===== src/rtl/montgomery_domain_encoder_pkg.sv =====
// Shared constants and state type for the Montgomery domain encoder.
// MONT_R_MOD is the reference R mod m for the default modulus.
package montgomery_domain_encoder_pkg;

  localparam int DATA_LENGTH = 32;
  localparam logic [DATA_LENGTH-1:0] MODULUS = 32'd8380417;
  localparam int MODULUS_LENGTH = 23;
  localparam logic [DATA_LENGTH-1:0] MONT_R_MOD =
    DATA_LENGTH'((64'd1 << MODULUS_LENGTH) % {32'd0, MODULUS});

  typedef enum logic [1:0] {
    IDLE = 2'd0,
    CALC = 2'd1,
    DONE = 2'd2
  } enc_state_e;

endpackage


===== src/rtl/montgomery_domain_encoder_mod_double_step.sv =====
// Combinational modular doubling: o_acc = 2*i_acc mod i_m, assuming i_acc < i_m.
// The subtract can run at W bits because the true result is below m < 2^W.
module mod_double_step #(
  parameter int W = 32
) (
  input  logic [W-1:0] i_acc,
  input  logic [W-1:0] i_m,
  output logic [W-1:0] o_acc
);

  logic [W-1:0] w_shl;
  logic         w_ge;

  assign w_shl = {i_acc[W-2:0], 1'b0};
  // The carried-out MSB makes the (W+1)-bit value at least 2^W > m.
  assign w_ge  = i_acc[W-1] | (w_shl >= i_m);
  assign o_acc = w_ge ? (w_shl - i_m) : w_shl;

endmodule


===== src/rtl/montgomery_domain_encoder.sv =====
// Bit-serial x*2^n mod m encoder: one modular doubling per clock, n cycles latency.
// Fault and zero-length requests complete one edge after acceptance via a pending flag in DONE.
module montgomery_domain_encoder
  import montgomery_domain_encoder_pkg::*;
#(
  parameter int DATA_LENGTH = montgomery_domain_encoder_pkg::DATA_LENGTH,
  parameter int CNT_W       = $clog2(DATA_LENGTH + 1)
) (
  input  logic                   CLK_pci_sys_clk_p,
  input  logic                   rst_ni,
  input  logic                   start_i,
  input  logic [DATA_LENGTH-1:0] x_i,
  input  logic [DATA_LENGTH-1:0] m_i,
  input  logic [DATA_LENGTH-1:0] m_bl_i,
  output logic [DATA_LENGTH-1:0] result_o,
  output logic                   valid_o,
  output logic                   busy_o,
  output logic                   error_o
);

  enc_state_e             r_state;
  logic [DATA_LENGTH-1:0] r_acc;
  logic [DATA_LENGTH-1:0] r_m;
  logic [CNT_W-1:0]       r_n;
  logic [CNT_W-1:0]       r_cnt;
  logic                   r_pend;
  logic                   r_flt;
  logic [DATA_LENGTH-1:0] r_result;
  logic                   r_valid;
  logic                   r_busy;
  logic                   r_error;

  logic [DATA_LENGTH-1:0] w_next_acc;
  logic                   w_fault;
  logic                   w_zero;
  logic                   w_last;

  mod_double_step #(.W(DATA_LENGTH)) u_step (
    .i_acc (r_acc),
    .i_m   (r_m),
    .o_acc (w_next_acc)
  );

  assign w_fault = (x_i >= m_i) || (m_bl_i > DATA_LENGTH'(DATA_LENGTH));
  assign w_zero  = (m_bl_i == '0);
  assign w_last  = (r_cnt == (r_n - CNT_W'(1)));

  always_ff @(posedge CLK_pci_sys_clk_p or negedge rst_ni) begin
    if (!rst_ni) begin
      r_state  <= IDLE;
      r_acc    <= '0;
      r_m      <= '0;
      r_n      <= '0;
      r_cnt    <= '0;
      r_pend   <= 1'b0;
      r_flt    <= 1'b0;
      r_result <= '0;
      r_valid  <= 1'b0;
      r_busy   <= 1'b0;
      r_error  <= 1'b0;
    end else begin
      case (r_state)
        IDLE: begin
          if (start_i) begin
            r_m   <= m_i;
            r_n   <= CNT_W'(m_bl_i);
            r_cnt <= '0;
            if (w_fault || w_zero) begin
              r_acc   <= w_fault ? '0 : x_i;
              r_flt   <= w_fault;
              r_pend  <= 1'b1;
              r_state <= DONE;
            end else begin
              r_acc   <= x_i;
              r_busy  <= 1'b1;
              r_state <= CALC;
            end
          end
        end
        CALC: begin
          r_acc <= w_next_acc;
          r_cnt <= r_cnt + CNT_W'(1);
          if (w_last) begin
            r_result <= w_next_acc;
            r_valid  <= 1'b1;
            r_busy   <= 1'b0;
            r_state  <= DONE;
          end
        end
        DONE: begin
          if (r_pend) begin
            r_result <= r_acc;
            r_error  <= r_flt;
            r_valid  <= 1'b1;
            r_pend   <= 1'b0;
          end else begin
            r_valid <= 1'b0;
            r_error <= 1'b0;
            r_state <= IDLE;
          end
        end
        default: r_state <= IDLE;
      endcase
    end
  end

  assign result_o = r_result;
  assign valid_o  = r_valid;
  assign busy_o   = r_busy;
  assign error_o  = r_error;

endmodule


===== config.mk =====
export PLATFORM = sky130hd
export DESIGN_NAME = montgomery_domain_encoder
export DESIGN_NICKNAME = d
export VERILOG_FILES = /design/src/rtl/montgomery_domain_encoder_pkg.sv /design/src/rtl/montgomery_domain_encoder_mod_double_step.sv /design/src/rtl/montgomery_domain_encoder.sv
export SDC_FILE = /design/constraint.sdc
export NUM_CORES = 1
export LEC_CHECK = 0
export ABC_AREA = 1
export CAP_MARGIN = 20
export CORE_ASPECT_RATIO = 0.6
export CORE_MARGIN = 2
export CORE_UTILIZATION = 55
export CTS_BUF_LIST = sky130_fd_sc_hd__clkbuf_16
export DETAILED_ROUTE_END_ITERATION = 8
export DONT_BUFFER_PORTS = 1
export PLACE_DENSITY = 0.73
export SYNTH_ARGS = -nofsm -noshare
export SYNTH_HDL_FRONTEND = slang
export SYNTH_SLANG_ARGS = --single-unit

===== constraint.sdc =====
create_clock -name CLK_pci_sys_clk_p -period 5.9 [get_ports CLK_pci_sys_clk_p]
set_clock_uncertainty 0.2 [all_clocks]
set_input_delay 0.59 -clock CLK_pci_sys_clk_p [delete_from_list [all_inputs] [get_ports CLK_pci_sys_clk_p]]
set_output_delay 0.59 -clock CLK_pci_sys_clk_p [all_outputs]
set_load 0.02 [all_outputs]

* Yosys cells after proc, flatten, opt, wreduce, memory -nomap -nowiden *
Cells that the tools add are included.

storage, ports and cells
  logic and storage cells = 68
  input bits = 99
  register bits = 115
  output and inout port bits = 35

operators by class
  equality and inequality tests = 9
  bitwise logic cells = 1
  add/subtract/negate cells = 3
  $lt $le $gt $ge = 3
  mux-type cells = 26
  reductions and logical operators = 15

operators with widths
  cell                                                                               count
  32-bit 2-to-1 mux                                                                  6
  32-bit case mux with 2 select lines                                                2
  32-bit greater-or-equal comparator                                                 2
  32-bit by 6-bit greater-than comparator with 1-bit output (second input constant)  1
  32-bit logical NOT                                                                 1
  32-bit subtractor                                                                  1
  2-bit != test (second input constant)                                              6
  6-bit case mux with 2 select lines                                                 1
  3-bit AND reduction                                                                4
  1-bit 2-to-1 mux                                                                   8
  2-bit 2-to-1 mux                                                                   4
  6-bit by 1-bit adder with 6-bit output (second input constant)                     1
  6-bit == test                                                                      1
  6-bit 2-to-1 mux                                                                   1
  1-bit case mux with 2 select lines                                                 3
  2-bit case mux with 3 select lines                                                 1
  2-bit AND reduction                                                                3
  2-bit nonzero test                                                                 3
  6-bit by 1-bit subtractor with 6-bit output (second input constant)                1
  4-bit AND reduction                                                                1
  2-bit by 1-bit == test with 1-bit output (second input constant)                   1
  2-bit == test (second input constant)                                              1
  2-bit logical NOT                                                                  1
  1-bit logical OR                                                                   2
  1-bit OR                                                                           1

* Logic depth before layout (Yosys ltp) *
  depth after elaboration = 6
  gate-level depth with buffers = 18
  depth with buffers taken out = 17

* By module *
A second synthesis with hierarchy kept.

second synthesis, totals
  cell total of the unflattened synthesis = 1462
  area, all modules = 9379.0 µm²

by module, submodules not included
  module                     instances  sequential area each (µm²)  cells each  area an instance (µm²)
  montgomery_domain_encoder  1          2877.8                      805         6274.8
  mod_double_step            1          0.0                         657         3104.2

* Worst setup path after synthesis *
OpenSTA, ideal clock, no wires.

  path type = register -> register
  start = register r_acc[0]
  end = register r_result[22] (netlist: result_o[22])
  library setup time = 0.116 ns
  path buffers = 1
  required time = 5.584 ns
  slack = 3.536 ns
  cell stages (with the launch flop) = 18
  period minus slack after synthesis = 2.364 ns
  arrival = 2.047 ns
  cell sequence = dfrtp_1 -> inv_1 -> fa_1 -> inv_1 -> nand3_1 -> nand2_1 -> nand2_1 -> nand2_2 -> nand2_1 -> nand3_1 -> nand2_4 -> nand2_8 -> inv_4 -> buf_6 -> nand2_2 -> nand3_1 -> nand2_1 -> nand2_1

on the way
  longest elaborated chain between the ends = 5
  elaborated cells on any way between the ends = 6
  those cells by class = add/sub (1); order compare (1); mux (3); bitwise (1)

RTL lines
  element                                  line                                             RTL
  start: declaration                       montgomery_domain_encoder.sv:22                  logic [DATA_LENGTH-1:0] r_acc;
  start signal: assignment                 montgomery_domain_encoder.sv:69                  r_acc <= w_fault ? '0 : x_i;
  start signal: assignment                 montgomery_domain_encoder.sv:74                  r_acc <= x_i;
  start signal: assignment                 montgomery_domain_encoder.sv:81                  r_acc <= w_next_acc;
  32-bit greater-or-equal comparator       montgomery_domain_encoder_mod_double_step.sv:16  assign w_ge = i_acc[W-1] | (w_shl >= i_m);
  1-bit OR                                 montgomery_domain_encoder_mod_double_step.sv:16
  32-bit 2-to-1 mux (*)                    montgomery_domain_encoder_mod_double_step.sv:17  assign o_acc = w_ge ? (w_shl - i_m) : w_shl;
  32-bit 2-to-1 mux (*)                    montgomery_domain_encoder.sv:83                  if (w_last) begin
  32-bit case mux with 2 select lines (*)  montgomery_domain_encoder.sv:62                  case (r_state)
  end signal: assignment                   montgomery_domain_encoder.sv:84                  r_result <= w_next_acc;
  end signal: assignment                   montgomery_domain_encoder.sv:92                  r_result <= r_acc;
  end: declaration                         montgomery_domain_encoder.sv:28                  logic [DATA_LENGTH-1:0] r_result;

Every way passes the cells marked *; elsewhere a longest branch is shown, timed or not. The select of a mux whose other input is x is not followed.
A chain may end at the register's enable or synchronous reset.

* Worst setup path in the final report *
  start = register r_acc[17]
  end = register r_acc[29]

on the way
  longest elaborated chain between the ends = 4
  elaborated cells on any way between the ends = 5
  those cells by class = add/sub (1); order compare (1); mux (2); bitwise (1)

RTL lines
  element                                  line
  32-bit greater-or-equal comparator       montgomery_domain_encoder_mod_double_step.sv:16
  1-bit OR                                 montgomery_domain_encoder_mod_double_step.sv:16
  32-bit 2-to-1 mux (*)                    montgomery_domain_encoder_mod_double_step.sv:17
  32-bit case mux with 2 select lines (*)  montgomery_domain_encoder.sv:62

Every way passes the cells marked *; elsewhere a longest branch is shown, timed or not.

==> summary.md <==
| Metric | Value |
|---|---|
| Status | `completed` |
| Max incr delay on CP | `0.47 ns` |
| Cell Int Power | `2110 uW` |
| First-pass GRT wire length | `44900 um` |
| Sink Count | `115` |
| CTS clk-pin slew, worst paths | `0.06 ns` |
| Tcrit/Tclk final | `0.534` |
| Root Driver | `clkbuf_16` |
| Synth top area cells | `dfrtp_1, nand2_1, ha_1` |
| IO Port Bufs | `0` |
| Cell repeated most along the worst path | `nand2_1` |
| Clock network fraction of total power | `0.266` |
| Sequential Area | `2880 um^2` |
| DRC violations left | `0` |
| Die Width | `171 um` |
| TritonCTS clock tree | `yes` |
| Final min period | `3.15 ns` |
| Vias in the first global route | `8497` |
| Row count | `36` |
| Core Box Area | `16300 um^2` |
| Yosys warns | `0` |
| CTS Buf Count | `17` |
| All-layer global routing usage | `0.326` |
| Register area share after synthesis | `0.313` |
| Hold WC Path Type | `in2reg` |
| Crit-path slowest cell | `dfrtp_1` |
| Effective utilization at floorplan | `0.564` |
| P_sw | `1750 uW` |
| Share of the synthesized area in the top cell type | `0.313` |
| DP HPWL | `21100 um` |
| # nets final | `1621` |
| FF-to-FF setup slack | `2.75 ns` |
| Crit-path cells | `ha_1, nand2_2, inv_1, nand2_1, nand2_1, nand2_1, nand2_1, nand2_1, nand2_2, nor2_8, nand2_8, inv_4, nand2_1, nand2_1, nand2_1, nand3_1` |
| Synthesized flop and latch total | `115` |
| Syn nets | `1632` |
| Fin Setup TNS | `0 ns` |
| CP Data Arrival Time | `3.31 ns` |
| Largest net degree at the start of global routing | `116` |
| Height of the die | `104 um` |
| Post-Syn Instances | `1466` |
| Rel. slew slack | `0.347` |
| H-tree depth | `4` |
| Slew Limit Fails | `0` |
| Post-DR wirelength/cell | `16.4 um` |
| WS Path Type | `reg2reg` |
| Syn Area/Cell | `6.27 um^2` |
| WL final | `27800 um` |
| Net Sw Frac | `0.453` |
| Worst VDD drop | `0.000260 V` |
| Hold Vio Cnt, Final | `0` |
| WP data required | `6.06 ns` |
| Fin area | `9960 um^2` |
| Largest area contributor in the netlist | `dfrtp_1` |
| RSZ-0062 raised after global routing | `false` |
| Distinct cells, synth | `41` |
| Setup violations, final | `0` |
| Grt ovf | `0` |
| Gpl congestion | `0.982` |
| Via/cell ratio | `5.35` |
| Final Core Density | `0.611` |
| DR iter-0 viols | `1044` |
| Setup crit start kind | `flop` |
| Top delay family on crit path | `simple AND/OR/NAND/NOR gates` |
| Flop pwr share | `0.323` |
| CP endpoint kind | `flop` |
| Leakage | `0.00578 uW` |
| Fmax achieved | `318 MHz` |
| # IOs | `134` |
| Placed Area | `9360 um^2` |
| Crit Path Max Fanout | `34` |
| Via Count | `9072` |
| Area of the multi-input gates | `5320 um^2` |
| Post-synth design cell area | `9200 um^2` |
| Pre-antenna DRT Iters | `8` |
| Full die area | `17800 um^2` |
| Fillers | `1601` |
| Worst Path Buf+Inv | `2` |
| Antenna diodes | `0` |
| Area Overhead vs Synth | `8.30%` |
| Power Density | `388 nW/um^2` |
| Worst slew pin tran | `0.976 ns` |
| Layout cell share with drive strength beyond 1 | `0.0450` |
| Number of max-cap violations | `0` |
| CTS Buffer Depth | `2` |
| Combinational Power Share | `0.411` |
| Antenna Nets Post-Route | `0` |
| Clk_lat worst skew | `0.43 ns` |
| Initial antenna violation count | `0` |
## flip-flops by register name (all words and copies together) (netlist names), 2 cells and up
name      cells
r_m          32
r_n           6
r_cnt         6
r_state       2
r_acc        32
result_o     32
## layout make-up
cell class / instances / area share
Sequential cell: 115 / 0.289
Inverter: 223 / 0.0843
Timing Repair Buffer: 7 / 0.00754
Tap cell: 228 / 0.0286
Clock inverter: 15 / 0.0143
Multi-Input combinational cell: 1091 / 0.534
Clock buffer: 17 / 0.0427
## metal layers
metal | wire, um | global-route usage | vias to the layer above
met5 | 0 | 0 | -
met4 | 244 | 0.0575 | 0
met3 | 3180 | 0.0852 | 22
met2 | 10700 | 0.443 | 401
met1 | 13600 | 0.516 | 4141
li1 | - | - | 4508
## cells in the mapped netlist (all sizes together)
master	count
buf	21
ha	66
dfrtp	115
nand3b	3
nand3	131
o31ai	1
and3	1
nand2	587
xnor3	1
nor2	149
a21oi	35
a21o	1
or2	2
clkbuf	16
mux2i	1
nand4	15
o21bai	1
inv	223
and2	6
xnor2	5
o21ai	55
xor2	15
o21a	1
o211ai	1
nor3	12
nor4	1
fa	1
## per-stage QoR
stage	hold WS (ns)	setup WS [ns]	cells	power, uW
floorplan	0.0944	3.54	1466	2400
global placement	0.0976	2.76	1662	2760
detailed placement	0.0968	2.69	1662	2790
CTS	0.0802	2.84	1696	3840
global route	0.0746	2.57	1696	4130
finish	0.0783	2.75	1696	3860
## cell families (layout without fill, tap and decap cells)
group,Yosys count,count (layout),share of synthesized area
flip-flops,115,115,0.313
AO/OA/AOI/OAI,95,95,0.0535
XOR/XNOR,21,21,0.0215
buffers and inverters,260,262,0.111
adder cells (fa/ha/maj),67,67,0.0920
AND/OR/NAND/NOR,907,907,0.408
multiplexers,1,1,0.00109
## path summary, 6_finish.rpt
kind / start / endpoint / cells past startpoint
min in group asynchronous: rst_ni / r_n[1]$_DFFE_PN0P_ / 2
setup reg to reg: r_acc[17]$_DFFE_PN0P_ / r_acc[29]$_DFFE_PN0P_ / 16
max in group asynchronous: rst_ni / result_o[20]$_DFFE_PN0P_ / 2
setup / recovery: r_acc[17]$_DFFE_PN0P_ / r_acc[29]$_DFFE_PN0P_ / 16
hold / removal: m_i[4] / r_m[4]$_DFFE_PN0P_ / 2
hold reg to reg: r_flt$_DFFE_PN0P_ / r_flt$_DFFE_PN0P_ / 2
## power by group through the flow
stage | clock [uW] | combinational, uW | sequential, uW
finish | 1030 | 1590 | 1250
global route | 1070 | 1790 | 1270
CTS | 1030 | 1560 | 1250
detailed placement | 0 | 1530 | 1260
global placement | 0 | 1500 | 1260
floorplan | 0 | 1180 | 1220
## cells in the final DEF (no fill, tap or decap), types with 3 or more instances in the layout
| master | instances |
|---|---|
| nand2_1 | 571 |
| inv_1 | 221 |
| nor2_1 | 142 |
| nand3_1 | 131 |
| dfrtp_1 | 115 |
| ha_1 | 66 |
| o21ai_0 | 54 |
| a21oi_1 | 34 |
| clkbuf_16 | 17 |
| xor2_1 | 15 |
| nand4_1 | 15 |
| nand2_2 | 14 |
| nor3_1 | 11 |
| xnor2_1 | 5 |
| and2_1 | 5 |
| buf_4 | 5 |
| inv_2 | 4 |
| nor2_2 | 4 |
| nand3b_1 | 3 |
| inv_6 | 3 |
## timing repair
action	4_1_cts	5_1_grt
endpoints found under the hold margin	115	0
hold buffers	2	0
buffers inserted	0	0
resized for setup	0	0
Power figures use the tool's default switching activity.
